File: src/rtl/ldst_mem_interface_pkg.sv
// Shared types for the LSQ-to-dcache interface: request struct, FSM states,
// RV32I load/store funct3 encodings and the access-size decode used by the datapath.
package ldst_mem_interface_pkg;

  localparam int LDST_ROB_ENTRIES = 8;
  localparam int LDST_TAG_W       = $clog2(LDST_ROB_ENTRIES);

  typedef enum logic [2:0] {
    F3_LB  = 3'b000,
    F3_LH  = 3'b001,
    F3_LW  = 3'b010,
    F3_LBU = 3'b100,
    F3_LHU = 3'b101
  } load_funct3_t;

  typedef enum logic [2:0] {
    F3_SB = 3'b000,
    F3_SH = 3'b001,
    F3_SW = 3'b010
  } store_funct3_t;

  typedef enum logic [1:0] {
    SZ_BYTE,
    SZ_HALF,
    SZ_WORD
  } access_size_t;

  typedef enum logic [1:0] {
    IDLE,
    LD_WAIT,
    ST_WAIT,
    DRAIN
  } ldst_mem_state_t;

  typedef struct packed {
    logic                  is_store;
    logic [2:0]            funct3;
    logic [31:0]           addr;
    logic [31:0]           wdata;
    logic [LDST_TAG_W-1:0] tag;
  } ldst_req_t;

  // Unlisted funct3 codes (3/6/7, and 4/5 for stores) fall through to word access.
  function automatic access_size_t access_size(input logic is_store, input logic [2:0] funct3);
    access_size_t size;
    size = SZ_WORD;
    if (is_store) begin
      if (funct3 == F3_SB)      size = SZ_BYTE;
      else if (funct3 == F3_SH) size = SZ_HALF;
    end else begin
      if (funct3 == F3_LB || funct3 == F3_LBU)      size = SZ_BYTE;
      else if (funct3 == F3_LH || funct3 == F3_LHU) size = SZ_HALF;
    end
    return size;
  endfunction

  function automatic logic is_misaligned(input logic is_store, input logic [2:0] funct3,
                                         input logic [1:0] off);
    logic mis;
    mis = 1'b0;
    case (access_size(is_store, funct3))
      SZ_HALF: mis = off[0];
      SZ_WORD: mis = (off != 2'b00);
      default: mis = 1'b0;
    endcase
    return mis;
  endfunction

endpackage

File: src/rtl/ldst_align.sv
// Combinational lane logic: byte enables and lane-replicated store data on the way out,
// byte/halfword extraction with sign or zero extension on the way back.
module ldst_align
  import ldst_mem_interface_pkg::*;
(
  input  logic        i_is_store,
  input  logic [2:0]  i_funct3,
  input  logic [1:0]  i_off,
  input  logic [31:0] i_wdata,
  input  logic [31:0] i_rdata,
  output logic [3:0]  o_mbe,
  output logic [31:0] o_wdata,
  output logic [31:0] o_load_val
);

  access_size_t w_size;
  logic [7:0]   w_byte;
  logic [15:0]  w_half;

  always_comb begin
    w_size = access_size(i_is_store, i_funct3);

    case (i_off)
      2'd0:    w_byte = i_rdata[7:0];
      2'd1:    w_byte = i_rdata[15:8];
      2'd2:    w_byte = i_rdata[23:16];
      default: w_byte = i_rdata[31:24];
    endcase
    w_half = i_off[1] ? i_rdata[31:16] : i_rdata[15:0];

    o_mbe   = 4'b1111;
    o_wdata = i_wdata;
    if (i_is_store) begin
      case (w_size)
        SZ_BYTE: begin
          o_mbe   = 4'b0001 << i_off;
          o_wdata = {4{i_wdata[7:0]}};
        end
        SZ_HALF: begin
          o_mbe   = 4'b0011 << {i_off[1], 1'b0};
          o_wdata = {2{i_wdata[15:0]}};
        end
        default: begin
          o_mbe   = 4'b1111;
          o_wdata = i_wdata;
        end
      endcase
    end

    // funct3[2] marks the unsigned load variants.
    case (w_size)
      SZ_BYTE: o_load_val = i_funct3[2] ? {24'h0, w_byte} : {{24{w_byte[7]}}, w_byte};
      SZ_HALF: o_load_val = i_funct3[2] ? {16'h0, w_half} : {{16{w_half[15]}}, w_half};
      default: o_load_val = i_rdata;
    endcase
  end

endmodule

File: src/rtl/ldst_mem_interface.sv
// Single-outstanding LSQ-to-dcache bridge with registered outputs and flush draining.
// Optional misaligned-access trap is enabled by defining LDST_MISALIGN_TRAP_EN.
module ldst_mem_interface
  import ldst_mem_interface_pkg::*;
#(
  parameter  int ROB_ENTRIES = LDST_ROB_ENTRIES,
  localparam int TAG_W       = $clog2(ROB_ENTRIES)
) (
  input  logic             clk,
  input  logic             rst,
  input  logic             flush,
  input  logic             req_valid,
  output logic             req_ready,
  input  logic             req_is_store,
  input  logic [2:0]       req_funct3,
  input  logic [31:0]      req_addr,
  input  logic [31:0]      req_wdata,
  input  logic [TAG_W-1:0] req_tag,
  output logic             data_read,
  output logic             data_write,
  output logic [3:0]       data_mbe,
  output logic [31:0]      data_addr,
  output logic [31:0]      data_wdata,
  input  logic             data_resp,
  input  logic [31:0]      data_rdata,
  output logic             load_res_valid,
  output logic [TAG_W-1:0] load_res_tag,
  output logic [31:0]      load_res_value,
  output logic             store_done,
  output logic [TAG_W-1:0] store_done_tag
`ifdef LDST_MISALIGN_TRAP_EN
  ,
  output logic             misalign_err,
  output logic [TAG_W-1:0] misalign_tag
`endif
);

  ldst_mem_state_t  r_state;
  ldst_req_t        r_req;
  logic             r_ready;
  logic             r_read;
  logic             r_write;
  logic [3:0]       r_mbe;
  logic [31:0]      r_wdata;
  logic             r_ld_valid;
  logic [TAG_W-1:0] r_ld_tag;
  logic [31:0]      r_ld_value;
  logic             r_st_done;
  logic [TAG_W-1:0] r_st_tag;
`ifdef LDST_MISALIGN_TRAP_EN
  logic             r_mis_err;
  logic [TAG_W-1:0] r_mis_tag;
`endif

  ldst_req_t   w_req;
  logic        w_idle;
  logic        w_accept;
  logic        w_misaligned;
  logic        w_is_store;
  logic [2:0]  w_funct3;
  logic [1:0]  w_off;
  logic [31:0] w_wdata;
  logic [3:0]  w_mbe;
  logic [31:0] w_shifted;
  logic [31:0] w_load_val;

  assign w_req    = '{is_store: req_is_store, funct3: req_funct3, addr: req_addr,
                      wdata: req_wdata, tag: req_tag};
  assign w_idle   = (r_state == IDLE);
  assign w_accept = req_valid && r_ready && !flush;

  // The aligner is shared: in IDLE it shapes the incoming request, otherwise it
  // extracts load data using the latched op.
  assign w_is_store = w_idle ? w_req.is_store : r_req.is_store;
  assign w_funct3   = w_idle ? w_req.funct3   : r_req.funct3;
  assign w_off      = w_idle ? w_req.addr[1:0] : r_req.addr[1:0];
  assign w_wdata    = w_idle ? w_req.wdata    : r_req.wdata;

`ifdef LDST_MISALIGN_TRAP_EN
  assign w_misaligned = is_misaligned(req_is_store, req_funct3, req_addr[1:0]);
`else
  assign w_misaligned = 1'b0;
`endif

  ldst_align u_align (
    .i_is_store (w_is_store),
    .i_funct3   (w_funct3),
    .i_off      (w_off),
    .i_wdata    (w_wdata),
    .i_rdata    (data_rdata),
    .o_mbe      (w_mbe),
    .o_wdata    (w_shifted),
    .o_load_val (w_load_val)
  );

  always_ff @(posedge clk) begin
    if (!rst) begin
      r_state    <= IDLE;
      r_req      <= '0;
      r_ready    <= 1'b1;
      r_read     <= 1'b0;
      r_write    <= 1'b0;
      r_mbe      <= 4'b0000;
      r_wdata    <= 32'h0;
      r_ld_valid <= 1'b0;
      r_ld_tag   <= '0;
      r_ld_value <= 32'h0;
      r_st_done  <= 1'b0;
      r_st_tag   <= '0;
`ifdef LDST_MISALIGN_TRAP_EN
      r_mis_err  <= 1'b0;
      r_mis_tag  <= '0;
`endif
    end else begin
      r_ld_valid <= 1'b0;
      r_st_done  <= 1'b0;
`ifdef LDST_MISALIGN_TRAP_EN
      r_mis_err  <= 1'b0;
`endif
      case (r_state)
        IDLE: begin
          if (w_accept) begin
            if (w_misaligned) begin
`ifdef LDST_MISALIGN_TRAP_EN
              r_mis_err <= 1'b1;
              r_mis_tag <= req_tag;
`endif
            end else begin
              r_req   <= w_req;
              r_mbe   <= w_mbe;
              r_wdata <= w_shifted;
              r_read  <= !req_is_store;
              r_write <= req_is_store;
              r_ready <= 1'b0;
              r_state <= req_is_store ? ST_WAIT : LD_WAIT;
            end
          end
        end
        LD_WAIT, ST_WAIT: begin
          if (data_resp) begin
            r_read  <= 1'b0;
            r_write <= 1'b0;
            r_ready <= 1'b1;
            r_state <= IDLE;
            if (!flush) begin
              if (r_state == LD_WAIT) begin
                r_ld_valid <= 1'b1;
                r_ld_tag   <= r_req.tag;
                r_ld_value <= w_load_val;
              end else begin
                r_st_done  <= 1'b1;
                r_st_tag   <= r_req.tag;
              end
            end
          end else if (flush) begin
            r_state <= DRAIN;
          end
        end
        // The cache cannot abort, so a flushed op keeps its strobe up until it completes.
        DRAIN: begin
          if (data_resp) begin
            r_read  <= 1'b0;
            r_write <= 1'b0;
            r_ready <= 1'b1;
            r_state <= IDLE;
          end
        end
        default: begin
          r_state <= IDLE;
          r_ready <= 1'b1;
          r_read  <= 1'b0;
          r_write <= 1'b0;
        end
      endcase
    end
  end

  assign req_ready      = r_ready;
  assign data_read      = r_read;
  assign data_write     = r_write;
  assign data_mbe       = r_mbe;
  assign data_addr      = {r_req.addr[31:2], 2'b00};
  assign data_wdata     = r_wdata;
  assign load_res_valid = r_ld_valid;
  assign load_res_tag   = r_ld_tag;
  assign load_res_value = r_ld_value;
  assign store_done     = r_st_done;
  assign store_done_tag = r_st_tag;
`ifdef LDST_MISALIGN_TRAP_EN
  assign misalign_err   = r_mis_err;
  assign misalign_tag   = r_mis_tag;
`endif

endmodule

File: config.mk
export PLATFORM = sky130hd
export DESIGN_NAME = ldst_mem_interface
export DESIGN_NICKNAME = d
export VERILOG_FILES = /design/src/rtl/ldst_mem_interface_pkg.sv /design/src/rtl/ldst_align.sv /design/src/rtl/ldst_mem_interface.sv
export SDC_FILE = /design/constraint.sdc
export NUM_CORES = 1
export LEC_CHECK = 0
export ABC_AREA = 1
export CORE_MARGIN = 2
export CORE_UTILIZATION = 50
export CTS_BUF_LIST = sky130_fd_sc_hd__clkbuf_8
export CTS_CLUSTER_SIZE = 40
export DETAILED_ROUTE_END_ITERATION = 8
export PLACE_DENSITY = 0.89
export SLEW_MARGIN = 20
export SYNTH_ARGS = -nofsm -noshare
export SYNTH_HDL_FRONTEND = slang
export SYNTH_SLANG_ARGS = --single-unit
File: constraint.sdc
create_clock -name clk -period 4.85 [get_ports clk]
set_input_delay 0.97 -clock clk [delete_from_list [all_inputs] [get_ports clk]]
set_output_delay 0.97 -clock clk [all_outputs]
set_load 0.05 [all_outputs]
[After elaboration in Yosys (flattened, before gate mapping)]
Cells that the tools add are included.
Cells by class
  bitwise gates (word level): 5
  mux-type cells: 33
  equality and inequality tests: 13
  shift operators: 2
  reduce and logical (&&, ||, !) cells: 18
Operators by type and width (number)
  $pmux 32 s2: 2
  $mux 32: 3
  $pmux 8 s3: 1
  $mux 2: 11
  $mux 16: 1
  $mux 1: 8
  $pmux 4 s2: 1
  $reduce_and 4->1: 2
  $eq 2x1->1 const B: 3
  $eq 2x2->1 const B: 3
  $eq 3x3->1 const B: 2
  $logic_not 2->1: 3
  $pmux 1 s2: 3
  $pmux 2 s3: 1
  $not 1->1: 5
  $mux 4: 1
  $ne 2x1->1 const B: 2
  $reduce_and 2->1: 2
  $reduce_or 4->1: 1
  $shl 1x2->4 const A: 1
  $shl 2x2->4 const A: 1
  $eq 3x1->1 const B: 1
  $logic_not 3->1: 1
  $mux 3: 1
  other kinds (8): 11
Word-level totals
  flip-flop bits (word level): 120
  input bits: 108

[Longest topological paths before layout]
Gate-level depths: netlist of run 1.
  depth after elaboration: 10
  gate-level depth with buffers: 14
  depth with buffers taken out: 13

[Hierarchy]
A second synthesis of run 1 with hierarchy kept.
Unflattened totals
  cell total of the unflattened synthesis: 1098
  area, all modules: 7593.5 µm²
By module, submodules not included
  ldst_mem_interface: times used 1, area an instance 6018.3 µm², cells each 800, seq. area each 3042.9 µm²
  ldst_align: times used 1, area an instance 1575.3 µm², cells each 298, seq. area each 0.0 µm²

[Worst setup path after synthesis of run 1]
No wires, ideal clock.
  path type: input-to-reg
  start point: input req_valid
  end point: register r_wdata[10] (netlist: data_wdata[10])
  buffers on the path: 2
  stages: 7
  data required time: 4719 ps
  arrival: 1917 ps
  setup slack: 2802 ps
  cells stage by stage: nand2_1 nor2_1 inv_1 nor2_4 buf_2 clkbuf_1 a21oi_1
Between the ends
  cells in the longest elaborated chain, start to end: 3
Ends and longest elaborated chain
  from (decl): RTL line ldst_mem_interface.sv:12  | input logic req_valid,
  $logic_and 1x1->1 (2 in a row): RTL line ldst_mem_interface.sv:70  | assign w_accept = req_valid && r_ready && !flush;
  $reduce_and 2->1 (no source line)
  to (signal assigned): RTL line ldst_mem_interface.sv:131  | r_wdata <= w_shifted;
  to (decl): RTL line ldst_mem_interface.sv:44  | logic [31:0] r_wdata;
No other way between the ends.
A chain may end at the register's enable or synchronous reset.

[Worst setup path in the final report of run 1]
  start point: input flush
  end point: register r_ld_value[14] (netlist: load_res_value[14])
Between the ends
  cells in the longest elaborated chain, start to end: 2
Ends and longest elaborated chain
  from (decl): RTL line ldst_mem_interface.sv:11  | input logic flush,
  $not 1->1 (no source line)
  $reduce_and 4->1 (no source line)
  to (signal assigned): RTL line ldst_mem_interface.sv:149  | r_ld_value <= w_load_val;
  to (decl): RTL line ldst_mem_interface.sv:47  | logic [31:0] r_ld_value;
No other way between the ends.

==> results, run 1 <==
- The flow ran to the end, and the final reports show no timing, DRC or antenna violations.
- The number of buffers and inverters on the critical path is 4.
- Summed over all cells, the static leakage comes to 3.55 nW.
- The synthesized netlist cell count is 830.
- The summed area of non-filler cells in the final layout is 8180 µm².
- Derived from the worst setup path, the maximum achievable clock frequency is 331 MHz.
- In this run the remaining antenna-violating nets after routing total 0.
- Setup repair after global routing left no endpoint under its margin.
- The post-synthesis cell type with the largest combined area is sky130_fd_sc_hd__dfxtp_1.
- Along the worst path, the maximum fanout reaches 40.
- The tree is rooted in a sky130_fd_sc_hd__clkbuf_8.
- The initial standard-cell utilization of the core is 0.516.
- Synthesis inferred between 100 and 150 register bits.
- The first-pass iteration count of the detailed router is 6.
- The measured slew at the worst slew-check pin is between 1 and 1.5 ns.
- STA classifies the critical path endpoint as a flop.
- The class of the most critical setup path is input pin to flop.
- In this run the mean area of a mapped cell was 7.13 µm².
- The total via count after detailed routing is between 6,000 and 7,000.
- In the synthesized netlist the async set-or-reset flop fraction comes to 0.
- The number of core rows is 39.
- The share of synthesized area in the top cell type comes to 0.406.
- The tool flagged a number of max-cap violations equal to 0.
- The quantity of I/O buffers inserted on ports is 216.
- Among all flip-flop cells after synthesis, the most frequent one is sky130_fd_sc_hd__dfxtp_1.
- The first global-routing pass estimated 27.1 mm of wire.
- Registers take between 2000 and 2500 µm².
- The synthesized design contains 0 enable-type register cells.
- The H-tree was split into 4 levels.
- The largest single stage delay on the critical path is 0.85 ns.
- IR analysis of the VDD net gives a maximum drop of 360 µV.
- Dividing the detail-routed wire length by the instance count gives 15.1 µm.
- After the last flow step, the layout net total stands at between 1,000 and 1,500.
- Leaving out fill and tap cells, the most frequent cells in the layout are sky130_fd_sc_hd__clkdlybuf4s50_1, sky130_fd_sc_hd__nand2_1, sky130_fd_sc_hd__dfxtp_1, sky130_fd_sc_hd__o21ai_0, sky130_fd_sc_hd__nor2_1.
- The clock passes through at most 2 buffers.
- The number of buffers added to fix hold violations after cts is 0.
- In this run the tightest slew margin relative to its limit is 0.321.
- Traced cell by cell, the critical path runs through clkdlybuf4s50_1 -> inv_1 -> nand3_1 -> buf_4 -> clkinv_1 -> o21ai_0 -> nor2_2.
- TritonCTS built the clock tree.
- The area growth from synthesis to final layout is 38.2%.
- The die area is 12,700 µm².
- The all-layer global routing usage is 0.266.
- The die outline height is between 100 and 150 µm.
- The residual DRC count is 0.
- The startpoint kind of the worst setup timing path is an input pin.
- The pin count of the biggest net entering global routing is approximately 110.
- In this run the horizontal extent of the chip is 113 µm.
- Among all stages on the critical path, the largest delay is contributed by sky130_fd_sc_hd__clkinv_1.
- The clock insertion delay at the later pin of the skew report is 0.46 ns.
- The tightest min-delay check is of the flop to flop type.
- At the worst endpoint, the required time is 5.20 ns.
- The yosys synthesis warning count is 0.
- The number of gates given a new drive strength after cts is 0.
- The power per cell area is between 500 and 600 nW/µm².
- The clock buffer count from CTS is 17.
- After synthesis, the netlist uses 34 different library cells.
- The initial antenna violation count is 0.
- For this run, the register share of the synthesized area comes to 0.406.
- The final weighted congestion of routability-driven global placement is 0.883.
- The arrival time at the worst endpoint is 3.37 ns.
- The area of the multi-input gates is 2710 µm².
- After filler insertion, the fill cell instance count of the layout stands at 879.
- The overflow left after global routing is 0.
- The number of clock sinks is 120.
- Of the cells placed in the final design, the portion with a size suffix greater than 1 is 0.0760.
- Once the clock tree was built, the setup fixing pass inserted 0 buffers.
- The cell class contributing the biggest share of worst-path delay is buffers and inverters.
- The number of DRC markers after the initial detailed-route iteration is 626.
- The post-route clock period utilization is 0.622.
- By area the synthesized netlist is led by sky130_fd_sc_hd__dfxtp_1, sky130_fd_sc_hd__nand2_1, sky130_fd_sc_hd__o21ai_0.
- The library cell used most frequently in the layout, excluding fill and tap cells, is sky130_fd_sc_hd__clkdlybuf4s50_1.
- The total area inside the core boundary comes to 11,500 µm².
- The via count of the first global-routing pass came to between 5,000 and 6,000.
- Once placement finished, the instance area stood at 7800 µm².
- The clock transition at the registers of the reported paths is 0.07 ns.
- The routed design has 17.2 mm of wire.
- Counting I/O delays and the setup requirement, the final critical path takes slightly above 3 ns.
- Pin placement for this block handled 219 I/O pins.
- The final HPWL from detailed placement is between 10 and 15 mm.
- The post-synthesis cell area is 5920 µm².
- In the final timing run, aggregate negative setup slack is 0 ns.
- Setup violations remaining at the end of the flow were counted as 0.
- The number of antenna diodes in the final layout is 0.
- On the final layout, the worst clock skew is 0.00653 ns.
- The via density per instance is 5.25.
- The number of hold-slack violations in the final timing report came to 0.
- The count of final max-slew check failures came to 0.
-- final cells by class --
| class | count | share of cell area |
|---|---|---|
| flip-flops and latches | 120 | 0.294 |
| clock inverters | 13 | 0.0141 |
| repair buffers | 220 | 0.269 |
| well taps | 143 | 0.0219 |
| inverters | 81 | 0.0384 |
| multi-input cells | 547 | 0.331 |
| clock buffers | 19 | 0.0320 |
-- per-layer routing --
layer / GRT usage / part of all wire
met1: 0.349 / 0.44
met2: 0.426 / 0.47
met3: 0.0793 / 0.081
met4: 0.0797 / 0.015
met5: 0 / 0
-- worst paths after layout --
path	startpoint	endpoint	slack (ns)	depth (start not counted)
setup reg to reg	r_state[1]$_SDFFE_PN0P_	data_wdata[13]$_SDFFE_PN0P_	1.88	11
hold reg to reg	r_req[70]$_SDFFE_PN0P_	r_req[70]$_SDFFE_PN0P_	0.45	2
setup / recovery	flush	load_res_value[14]$_SDFFE_PN0P_	1.83	7
hold / removal	r_req[70]$_SDFFE_PN0P_	r_req[70]$_SDFFE_PN0P_	0.45	2
-- cells by family after synthesis --
kind of cell,after synthesis,share of synthesized area
adders and majority gates,4,0.00846
DFF,120,0.406
and+or+nand+nor,299,0.219
other,1,0.000634
AOI/OAI and AO/OA,242,0.228
buffers and inverters,164,0.138
-- registers in the layout, summed over array words and instances, names as in the netlist --
signal / count
data_wdata: 32
data_read: 1
data_write: 1
load_res_tag: 3
r_state: 2
data_mbe: 4
load_res_valid: 1
r_req: 9
data_addr: 30
store_done_tag: 3
store_done: 1
req_ready: 1
load_res_value: 32
-- synth_stat cells (2+ instances only) --
cell	number
sky130_fd_sc_hd__a21oi_1	83
sky130_fd_sc_hd__a21oi_2	7
sky130_fd_sc_hd__a31oi_1	3
sky130_fd_sc_hd__buf_2	13
sky130_fd_sc_hd__buf_4	34
sky130_fd_sc_hd__buf_6	6
sky130_fd_sc_hd__clkbuf_1	29
sky130_fd_sc_hd__dfxtp_1	120
sky130_fd_sc_hd__ha_1	4
sky130_fd_sc_hd__inv_1	77
sky130_fd_sc_hd__inv_6	2
sky130_fd_sc_hd__nand2_1	150
sky130_fd_sc_hd__nand2_2	8
sky130_fd_sc_hd__nand2_4	3
sky130_fd_sc_hd__nand3_1	32
sky130_fd_sc_hd__nand3_2	3
sky130_fd_sc_hd__nand3_4	2
sky130_fd_sc_hd__nor2_1	89
sky130_fd_sc_hd__nor2_2	5
sky130_fd_sc_hd__nor2_4	3
sky130_fd_sc_hd__o2111ai_1	8
sky130_fd_sc_hd__o21a_1	17
sky130_fd_sc_hd__o21ai_0	109
sky130_fd_sc_hd__o21ai_1	5
sky130_fd_sc_hd__o21ai_2	9
-- worst reg2reg max path, stage by stage, from the launching register on --
cell	delay, ns
sky130_fd_sc_hd__dfxtp_1	0.31
sky130_fd_sc_hd__inv_1	0.11
sky130_fd_sc_hd__ha_1	0.50
sky130_fd_sc_hd__inv_2	0.22
sky130_fd_sc_hd__nand2_1	0.10
sky130_fd_sc_hd__nand2_1	0.32
sky130_fd_sc_hd__nand2_2	0.27
sky130_fd_sc_hd__nand2_4	0.18
sky130_fd_sc_hd__inv_6	0.20
sky130_fd_sc_hd__nand3_4	0.19
sky130_fd_sc_hd__o21ai_0	0.33
sky130_fd_sc_hd__a21oi_1	0.10
-- per-stage QoR --
stage | total power [W] | setup WS, ns | hold slack [ns] | std cells | utilization
final | 0.00417 | 1.83 | 0.455 | 1143 | 0.713
after global routing | 0.00440 | 1.57 | 0.475 | 1143 | 0.713
after CTS | 0.00417 | 1.94 | 0.458 | 1143 | 0.713
after detailed placement | 0.00329 | 1.70 | 0.449 | 1111 | 0.680
after global placement | 0.00327 | 1.75 | 0.436 | 1111 | 0.680
after floorplan | 0.00282 | 2.80 | 0.423 | 831 | -
-- power breakdown --
group	switching [W]	total [W]	internal, W
registers	0.0000932	0.00127	0.00117
logic	0.00141	0.00203	0.000624
clock network	0.000402	0.000871	0.000470
total	0.00190	0.00417	0.00227
Note: power is estimated with default switching activity, not from simulation.
==> inputs of run 2 (changes only) <==
--- a/config.mk
+++ b/config.mk
@@ -7,11 +7,11 @@
 export LEC_CHECK = 0
 export ABC_AREA = 1
 export CORE_MARGIN = 2
-export CORE_UTILIZATION = 50
+export CORE_UTILIZATION = 46
 export CTS_BUF_LIST = sky130_fd_sc_hd__clkbuf_8
 export CTS_CLUSTER_SIZE = 40
 export DETAILED_ROUTE_END_ITERATION = 8
-export PLACE_DENSITY = 0.89
+export PLACE_DENSITY = 0.83
 export SLEW_MARGIN = 20
 export SYNTH_ARGS = -nofsm -noshare
 export SYNTH_HDL_FRONTEND = slang
==> constraint.sdc (replaced) <==
create_clock -name clk -period 2.8 [get_ports clk]
set_input_delay 0.56 -clock clk [delete_from_list [all_inputs] [get_ports clk]]
set_output_delay 0.56 -clock clk [all_outputs]
set_load 0.05 [all_outputs]
==> results, run 2 (synthesized netlist as in run 1, its figures left out) <==
- The area growth from synthesis to final layout is 40.4%.
- The power per cell area was 879 nW/µm² (+72%).
- The initial standard-cell utilization of the core is 0.471 (-0.0452).
- The total detailed-routing wirelength is 17.3 mm (+0.66%).
- The buffer cell driving the clock tree root is sky130_fd_sc_hd__clkbuf_8.
- The number of DRC markers after the initial detailed-route iteration is 513 (-18%).
- The final worst setup slack is 0.341 ns (-1.49 ns).
- The via density per instance is 5.04 (-4.1%).
- The peak fanout along the critical path is 18 (-55%).
- The remaining antenna violation count came to 0 (unchanged).
- The number of H-tree levels is 4 (unchanged).
- The quantity of I/O buffers inserted on ports came to 216 (unchanged).
- The class of the most critical setup path is flop to flop.
- The kind of end point of the critical path is a flop.
- The final net count came to 1,107 (+0.73%).
- The endpoint identified for the worst register-to-register timing path is load_res_value[16]$_SDFFE_PN0P_.
- The number of cells traversed by the worst register-to-register path is 12 (+1).
- The first-pass iteration count of the detailed router was 5 (-1).
- The clock buffer count from CTS is 17 (unchanged).
- The area of the core came to 12,600 µm² (+9.6%).
- The clock insertion delay at the later pin of the skew report was 0.44 ns (-0.02 ns).
- The pin count of the biggest net entering global routing is 71 (-34%).
- The number of buffers added to fix hold violations after cts is 0 (unchanged).
- The worst-case clock skew is 0.0118 ns (+0.00523 ns).
- The startpoint identified for the worst register-to-register timing path is r_state[1]$_SDFFE_PN0P_.
- The critical path required time is 3.18 ns (-2.02 ns).
- The total via count after detailed routing was 5,945 (-1.0%).
- The most frequent standard cell in the layout excluding fill and tap cells is sky130_fd_sc_hd__clkdlybuf4s50_1.
- The count of final max-slew check failures is 0 (unchanged).
- The number of clock sinks is 120 (unchanged).
- The final cell count without fillers is 1,180 (+3.2%).
- The tightest min-delay check is of the flop to flop type.
- The wire length per cell after detailed routing is 14.7 µm (-2.5%).
- The maximum clock frequency is ~410 MHz.
- The post-placement cell count is 1,148 (+3.3%).
- The number of core rows was 41 (+5.1%).
- Setup repair after global routing left no endpoint under its margin.
- The via count of the first global-routing pass came to 5,451 (+1.3%).
- The initial antenna violation count is 0 (unchanged).
- The leakage power is 3.60 nW (+1.4%).
- The residual DRC count came to 0 (unchanged).
- The worst vdd rail ir drop is 435 µV (+21%).
- The total design power is 0.00730 W (+75%).
- The all-layer global routing usage is 0.247 (-0.0192).
- The die outline height was 117 µm (+4.1%).
- The cell depth of the worst hold path came to 2 (unchanged).
- Of the available clock period, the critical path in the final layout requires 0.878.
- The flow ran to the end, and the final reports show no timing, DRC or antenna violations.
- The measured slew at the worst slew-check pin is 0.600 ns (-0.418 ns).
- In the layout the commonest cells are sky130_fd_sc_hd__clkdlybuf4s50_1, sky130_fd_sc_hd__nand2_1, sky130_fd_sc_hd__dfxtp_1, sky130_fd_sc_hd__o21ai_0, sky130_fd_sc_hd__nor2_1.
- The worst hold path terminates at r_req[70]$_SDFFE_PN0P_.
- The final weighted congestion of routability-driven global placement is 0.922 (+4.4%).
- The arrival time at the worst endpoint is 2.84 ns (-0.53 ns).
- The post-layout minimum cycle time is around 2.5 ns.
- The fill cell total of the finished layout was 1,103 (+25%).
- The worst-case setup slack after placement was 0.380 ns (-1.32 ns).
- The die area is 13,800 µm² (+8.4%).
- The CTS tree is yes.
- The share of cells above drive strength 1 came to 0.0833 (+0.00733).
- The x dimension of the die is 117 µm (+4.1%).
- The total negative setup slack is 0 ns (unchanged).
- The final HPWL from detailed placement is 12.5 mm (+2.5%).
- The worst hold path begins at r_req[70]$_SDFFE_PN0P_.
- The number of max-cap violations came to 0 (unchanged).
- The number of diodes added for antenna fixing came to 0 (unchanged).
- The number of hold-slack violations in the final timing report is 0 (unchanged).
- The post-CTS repair timing setup buffer count was 0 (unchanged).
- The global-route wire length before repair is 27.5 mm (+1.6%).
- The worst hold slack across all endpoints is 0.453 ns (-0.00193 ns).
- The final setup violation count was 0 (unchanged).
- The startpoint kind of the worst setup timing path is a flop.
- The register-to-register path setup slack was 0.34 ns (-1.54 ns).
- The number of gates given a new drive strength after cts is 0 (unchanged).
- The maximum root-to-sink buffer count came to 2 (unchanged).
- The number of top-level pins was 219 (unchanged).
- The overflow left after global routing came to 0 (unchanged).
- The worst slew margin relative to its limit is 0.600 (+0.279).
- The clock transition at the registers of the reported paths is 0.08 ns (about the same).
run 2: changes by cell type in the layout (fill, tap and decap cells not counted), sizes merged:
| cell | delta |
|---|---|
| clkbuf | +1 |
| buf | +8 |
| clkinvlp | +2 |
| clkinv | -4 |
| inv | +1 |
run 2: worst max-delay path by stage:
stage | start | endpoint | slack [ns] | cells past startpoint
3_3_place_gp | r_state[1]$_SDFFE_PN0P_ | load_res_value[14]$_SDFFE_PN0P_ | 0.44 | 11
2_1_floorplan | r_state[0]$_SDFFE_PN0P_ | load_res_value[12]$_SDFFE_PN0P_ | 1.00 | 14
5_1_grt | r_state[1]$_SDFFE_PN0P_ | load_res_value[11]$_SDFFE_PN0P_ | 0.14 | 12
6_report | r_state[1]$_SDFFE_PN0P_ | load_res_value[16]$_SDFFE_PN0P_ | 0.34 | 12
4_1_cts | r_state[1]$_SDFFE_PN0P_ | load_res_value[16]$_SDFFE_PN0P_ | 0.39 | 12
3_5_place_dp | r_state[1]$_SDFFE_PN0P_ | load_res_value[11]$_SDFFE_PN0P_ | 0.38 | 12
run 2: cell type report:
type | instances | area [µm²] | share of cell area
Clock buffer | 20 | 275 | 0.0331
Clock inverter | 12 | 111 | 0.0134
Inverter | 81 | 314 | 0.0378
Multi-Input combinational cell | 547 | 2710 | 0.326
Sequential cell | 120 | 2400 | 0.289
Tap cell | 172 | 215 | 0.0259
Timing Repair Buffer | 228 | 2280 | 0.275
run 2: critical path: stages (launching register included):
cell and delay (ns):
sky130_fd_sc_hd__dfxtp_1 0.31, sky130_fd_sc_hd__inv_1 0.11, sky130_fd_sc_hd__ha_1 0.50, sky130_fd_sc_hd__inv_2 0.23, sky130_fd_sc_hd__nand2_1 0.13, sky130_fd_sc_hd__nand2_2 0.22
sky130_fd_sc_hd__nand2_1 0.12, sky130_fd_sc_hd__o21ai_1 0.08, sky130_fd_sc_hd__inv_1 0.10, sky130_fd_sc_hd__nand3_2 0.30, sky130_fd_sc_hd__nand3_1 0.19, sky130_fd_sc_hd__nand2_1 0.07
sky130_fd_sc_hd__inv_1 0.05
run 2: per-stage QoR:
stage               cell area [µm²]   util
finish                         8310  0.661
global route                   8310  0.661
CTS                            8310  0.661
detailed placement             7920  0.630
global placement               7920  0.630
floorplan                      5920      -
run 2: metal layers:
| metal | up-vias | global-route usage | share of wire |
|---|---|---|---|
| li1 | 2991 | - | - |
| met1 | 2678 | 0.318 | 0.44 |
| met2 | 254 | 0.395 | 0.46 |
| met3 | 22 | 0.0773 | 0.080 |
| met4 | 0 | 0.0783 | 0.017 |
| met5 | - | 0 | 0 |
run 2: where the power goes:
part	internal, W	switching (W)	total [W]
logic	0.00113	0.00246	0.00359
registers	0.00203	0.000154	0.00218
clock network	0.000842	0.000685	0.00153
==> inputs of run 3 (changes only) <==
--- a/config.mk
+++ b/config.mk
@@ -12,6 +12,7 @@
 export CTS_CLUSTER_SIZE = 40
 export DETAILED_ROUTE_END_ITERATION = 8
 export PLACE_DENSITY = 0.83
+export RECOVER_POWER = 25
 export SLEW_MARGIN = 20
 export SYNTH_ARGS = -nofsm -noshare
 export SYNTH_HDL_FRONTEND = slang
==> results, run 3 (synthesized netlist as in run 1, its figures left out) <==
- The count of final max-slew check failures is 0 (unchanged).
- The cell depth of the worst hold path came to 2 (unchanged).
- The CTS tree is yes.
- The buffer cell driving the clock tree root is sky130_fd_sc_hd__clkbuf_8.
- The number of hold-slack violations in the final timing report is 0 (unchanged).
- The arrival time at the worst endpoint came to 2.81 ns (-0.03 ns).
- The worst setup path is launched from a flop.
- The register-to-register path setup slack is 0.38 ns (+0.04 ns).
- The post-CTS repair timing setup buffer count is 0 (unchanged).
- The clock insertion delay at the later pin of the skew report is 0.44 ns (about the same).
- The via density per instance came to 5.02 (-0.27%).
- The clock network fraction of total power is 0.210 (about the same).
- Setup repair after global routing left no endpoint under its margin.
- The core occupancy in the finished layout was 0.659 (-0.00229).
- The peak fanout along the critical path was 18 (unchanged).
- The area of the multi-input gates is 2700 µm² (-0.28%).
- The class of the most critical setup path is flop to flop.
- The global-route wire length before repair is 27.5 mm (unchanged).
- The final HPWL from detailed placement was 12.5 mm (unchanged).
- The remaining antenna violation count is 0 (unchanged).
- The initial antenna violation count is 0 (unchanged).
- The largest stage delay on the critical path is 0.49 ns (about the same).
- The path length in cells of the critical path is 12 (unchanged).
- The number of H-tree levels is 4 (unchanged).
- The worst vdd rail ir drop is 435 µV (about the same).
- The sequential standard cell area is 2400 µm² (unchanged).
- The initial standard-cell utilization of the core is 0.471 (unchanged).
- The summed area of non-filler cells in the final layout is 8280 µm² (-0.35%).
- The total via count after detailed routing is 5,929 (-0.27%).
- The post-route clock period utilization was 0.866 (-0.0125).
- The maximum root-to-sink buffer count is 2 (unchanged).
- The fill cell total of the finished layout is 1,110 (+0.63%).
- The worst register-to-register path ends at load_res_value[29]$_SDFFE_PN0P_.
- The final worst setup slack is 0.376 ns (+0.0351 ns).
- The area of the core is 12,600 µm² (unchanged).
- The first-pass iteration count of the detailed router is 5 (unchanged).
- The post-layout minimum cycle time is 2.42 ns (-0.0351 ns).
- The share of cells above drive strength 1 is 0.0813 (-0.00198).
- The pin count of the biggest net entering global routing is 71 (unchanged).
- The startpoint identified for the worst register-to-register timing path is r_state[1]$_SDFFE_PN0P_.
- The run finished with clean final reports.
- The number of buffers and inverters on the critical path came to 4 (unchanged).
- The wire length per cell after detailed routing is 14.7 µm (about the same).
- The path with the worst hold slack has its endpoint at r_req[70]$_SDFFE_PN0P_.
- The area growth from synthesis to layout is 39.9%.
- The most frequent standard cell in the layout excluding fill and tap cells is sky130_fd_sc_hd__clkdlybuf4s50_1.
- The via count of the first global-routing pass is 5,451 (unchanged).
- The number of diodes added for antenna fixing came to 0 (unchanged).
- The total negative setup slack is 0 ns (unchanged).
- The leakage power is 3.60 nW (+0.11%).
- The number of gates given a new drive strength after cts is 0 (unchanged).
- The number of DRC markers after the initial detailed-route iteration was 536 (+4.5%).
- STA classifies the critical path endpoint as a flop.
- The die area is 13,800 µm² (unchanged).
- The worst-case setup slack after placement is 0.380 ns (unchanged).
- The number of clock sinks came to 120 (unchanged).
- In this run the worst hold path is classified as flop to flop.
- The residual DRC count is 0 (unchanged).
- The number of top-level pins is 219 (unchanged).
- The power per cell area is 879 nW/µm² (about the same).
- The maximum clock frequency is 413 MHz (+1.4%).
- The total cell area at the placement stage is 7920 µm² (unchanged).
- The overflow left after global routing came to 0 (unchanged).
- The library cells used most frequently in the layout, excluding fill and tap cells, are sky130_fd_sc_hd__clkdlybuf4s50_1, sky130_fd_sc_hd__nand2_1, sky130_fd_sc_hd__dfxtp_1, sky130_fd_sc_hd__o21ai_0, sky130_fd_sc_hd__nor2_1.
- The final net count is 1,107 (unchanged).
- The clock transition at the registers of the reported paths is 0.08 ns (about the same).
- The final weighted congestion of routability-driven global placement came to 0.922 (unchanged).
- The total net switching power is 0.00329 W (-0.27%).
- The sequential fraction of design power is 0.300 (about the same).
- The final setup violation count came to 0 (unchanged).
- The cell class contributing the biggest share of worst-path delay is simple AND/OR/NAND/NOR gates.
- The critical path goes through inv_1 -> ha_1 -> inv_2 -> nand2_1 -> nand2_2 -> nand2_1 -> o21ai_1 -> inv_1 -> nand3_2 -> nand3_1 -> nand2_1 -> inv_1.
- The all-layer global routing usage is 0.247 (unchanged).
- The worst slew margin relative to its limit was 0.0979 (-0.502).
- The number of max-cap violations is 0 (unchanged).
- The switching portion of total power was 0.452 (about the same).
- The measured slew at the worst slew-check pin is 1.35 ns (+0.753 ns).
- The die outline height came to 117 µm (unchanged).
- The number of cells traversed by the worst register-to-register path was 12 (unchanged).
- The number of core rows is 41 (unchanged).
- The worst-case clock skew is 0.0103 ns (-0.00142 ns).
- The clock buffer count from CTS is 17 (unchanged).
- The critical path required time was 3.19 ns (about the same).
- The startpoint of the tightest hold check path is r_req[70]$_SDFFE_PN0P_.
- The combinational power share is 0.490 (-0.002).
- The design internal power is 0.00399 W (-0.41%).
- The x dimension of the die is 117 µm (unchanged).
- The slowest stage cell on the critical path is sky130_fd_sc_hd__ha_1.
- The quantity of I/O buffers inserted on ports is 216 (unchanged).
- The total detailed-routing wirelength came to 17.3 mm (about the same).
- The number of buffers added to fix hold violations after cts is 0 (unchanged).
[run 3: cell types whose count changed in the layout (fill, tap and decap cells not counted), sizes merged]
cell,before,now
clkdlybuf4s50,215,210
dlygate4sd3,0,5
buf,13,9
clkbuf,20,24
[run 3: per-layer routing]
| metal | vias up | GRT usage | wire (µm) |
|---|---|---|---|
| met2 | 250 | 0.395 | 7980 |
| met5 | - | 0 | 0 |
| li1 | 2994 | - | - |
| met3 | 15 | 0.0773 | 1390 |
| met4 | 0 | 0.0783 | 240 |
| met1 | 2670 | 0.318 | 7720 |
[run 3: area by class of cell]
| type | instances | share of cell area |
|---|---|---|
| inverters | 81 | 0.0379 |
| well taps | 172 | 0.0260 |
| repair buffers | 228 | 0.273 |
| clock inverters | 12 | 0.0135 |
| flip-flops and latches | 120 | 0.290 |
| multi-input cells | 547 | 0.326 |
| clock buffers | 20 | 0.0332 |
[run 3: power groups by stage]
stage	clock network, W	registers (W)	logic, W
floorplan	0	0.00288	0.00200
global placement	0	0.00221	0.00354
detailed placement	0	0.00222	0.00357
CTS	0.00156	0.00218	0.00358
global route	0.00164	0.00222	0.00380
finish	0.00153	0.00218	0.00357
[run 3: worst max path at each step]
stage | start | to | slack, ns
final | r_state[1]$_SDFFE_PN0P_ | load_res_value[29]$_SDFFE_PN0P_ | 0.38
after floorplan | r_state[0]$_SDFFE_PN0P_ | load_res_value[12]$_SDFFE_PN0P_ | 1.00
after CTS | r_state[1]$_SDFFE_PN0P_ | load_res_value[16]$_SDFFE_PN0P_ | 0.39
after detailed placement | r_state[1]$_SDFFE_PN0P_ | load_res_value[11]$_SDFFE_PN0P_ | 0.38
after global routing | r_state[1]$_SDFFE_PN0P_ | data_wdata[22]$_SDFFE_PN0P_ | 0.15
after global placement | r_state[1]$_SDFFE_PN0P_ | load_res_value[14]$_SDFFE_PN0P_ | 0.44
[run 3: worst register-to-register path, stage by stage, from the launching register on]
cell and delay, ns:
sky130_fd_sc_hd__dfxtp_1 0.31, sky130_fd_sc_hd__inv_1 0.11, sky130_fd_sc_hd__ha_1 0.49, sky130_fd_sc_hd__inv_2 0.21, sky130_fd_sc_hd__nand2_1 0.13, sky130_fd_sc_hd__nand2_2 0.22, sky130_fd_sc_hd__nand2_1 0.12, sky130_fd_sc_hd__o21ai_1 0.07
sky130_fd_sc_hd__inv_1 0.10, sky130_fd_sc_hd__nand3_2 0.30, sky130_fd_sc_hd__nand3_1 0.20, sky130_fd_sc_hd__nand2_1 0.07, sky130_fd_sc_hd__inv_1 0.05
[run 3: through the flow]
stage	cells	power, W	hold slack [ns]
after CTS	1180	0.00733	0.459
after global placement	1148	0.00575	0.436
after detailed placement	1148	0.00579	0.448
after global routing	1180	0.00767	0.481
final	1180	0.00728	0.453
after floorplan	831	0.00488	0.423
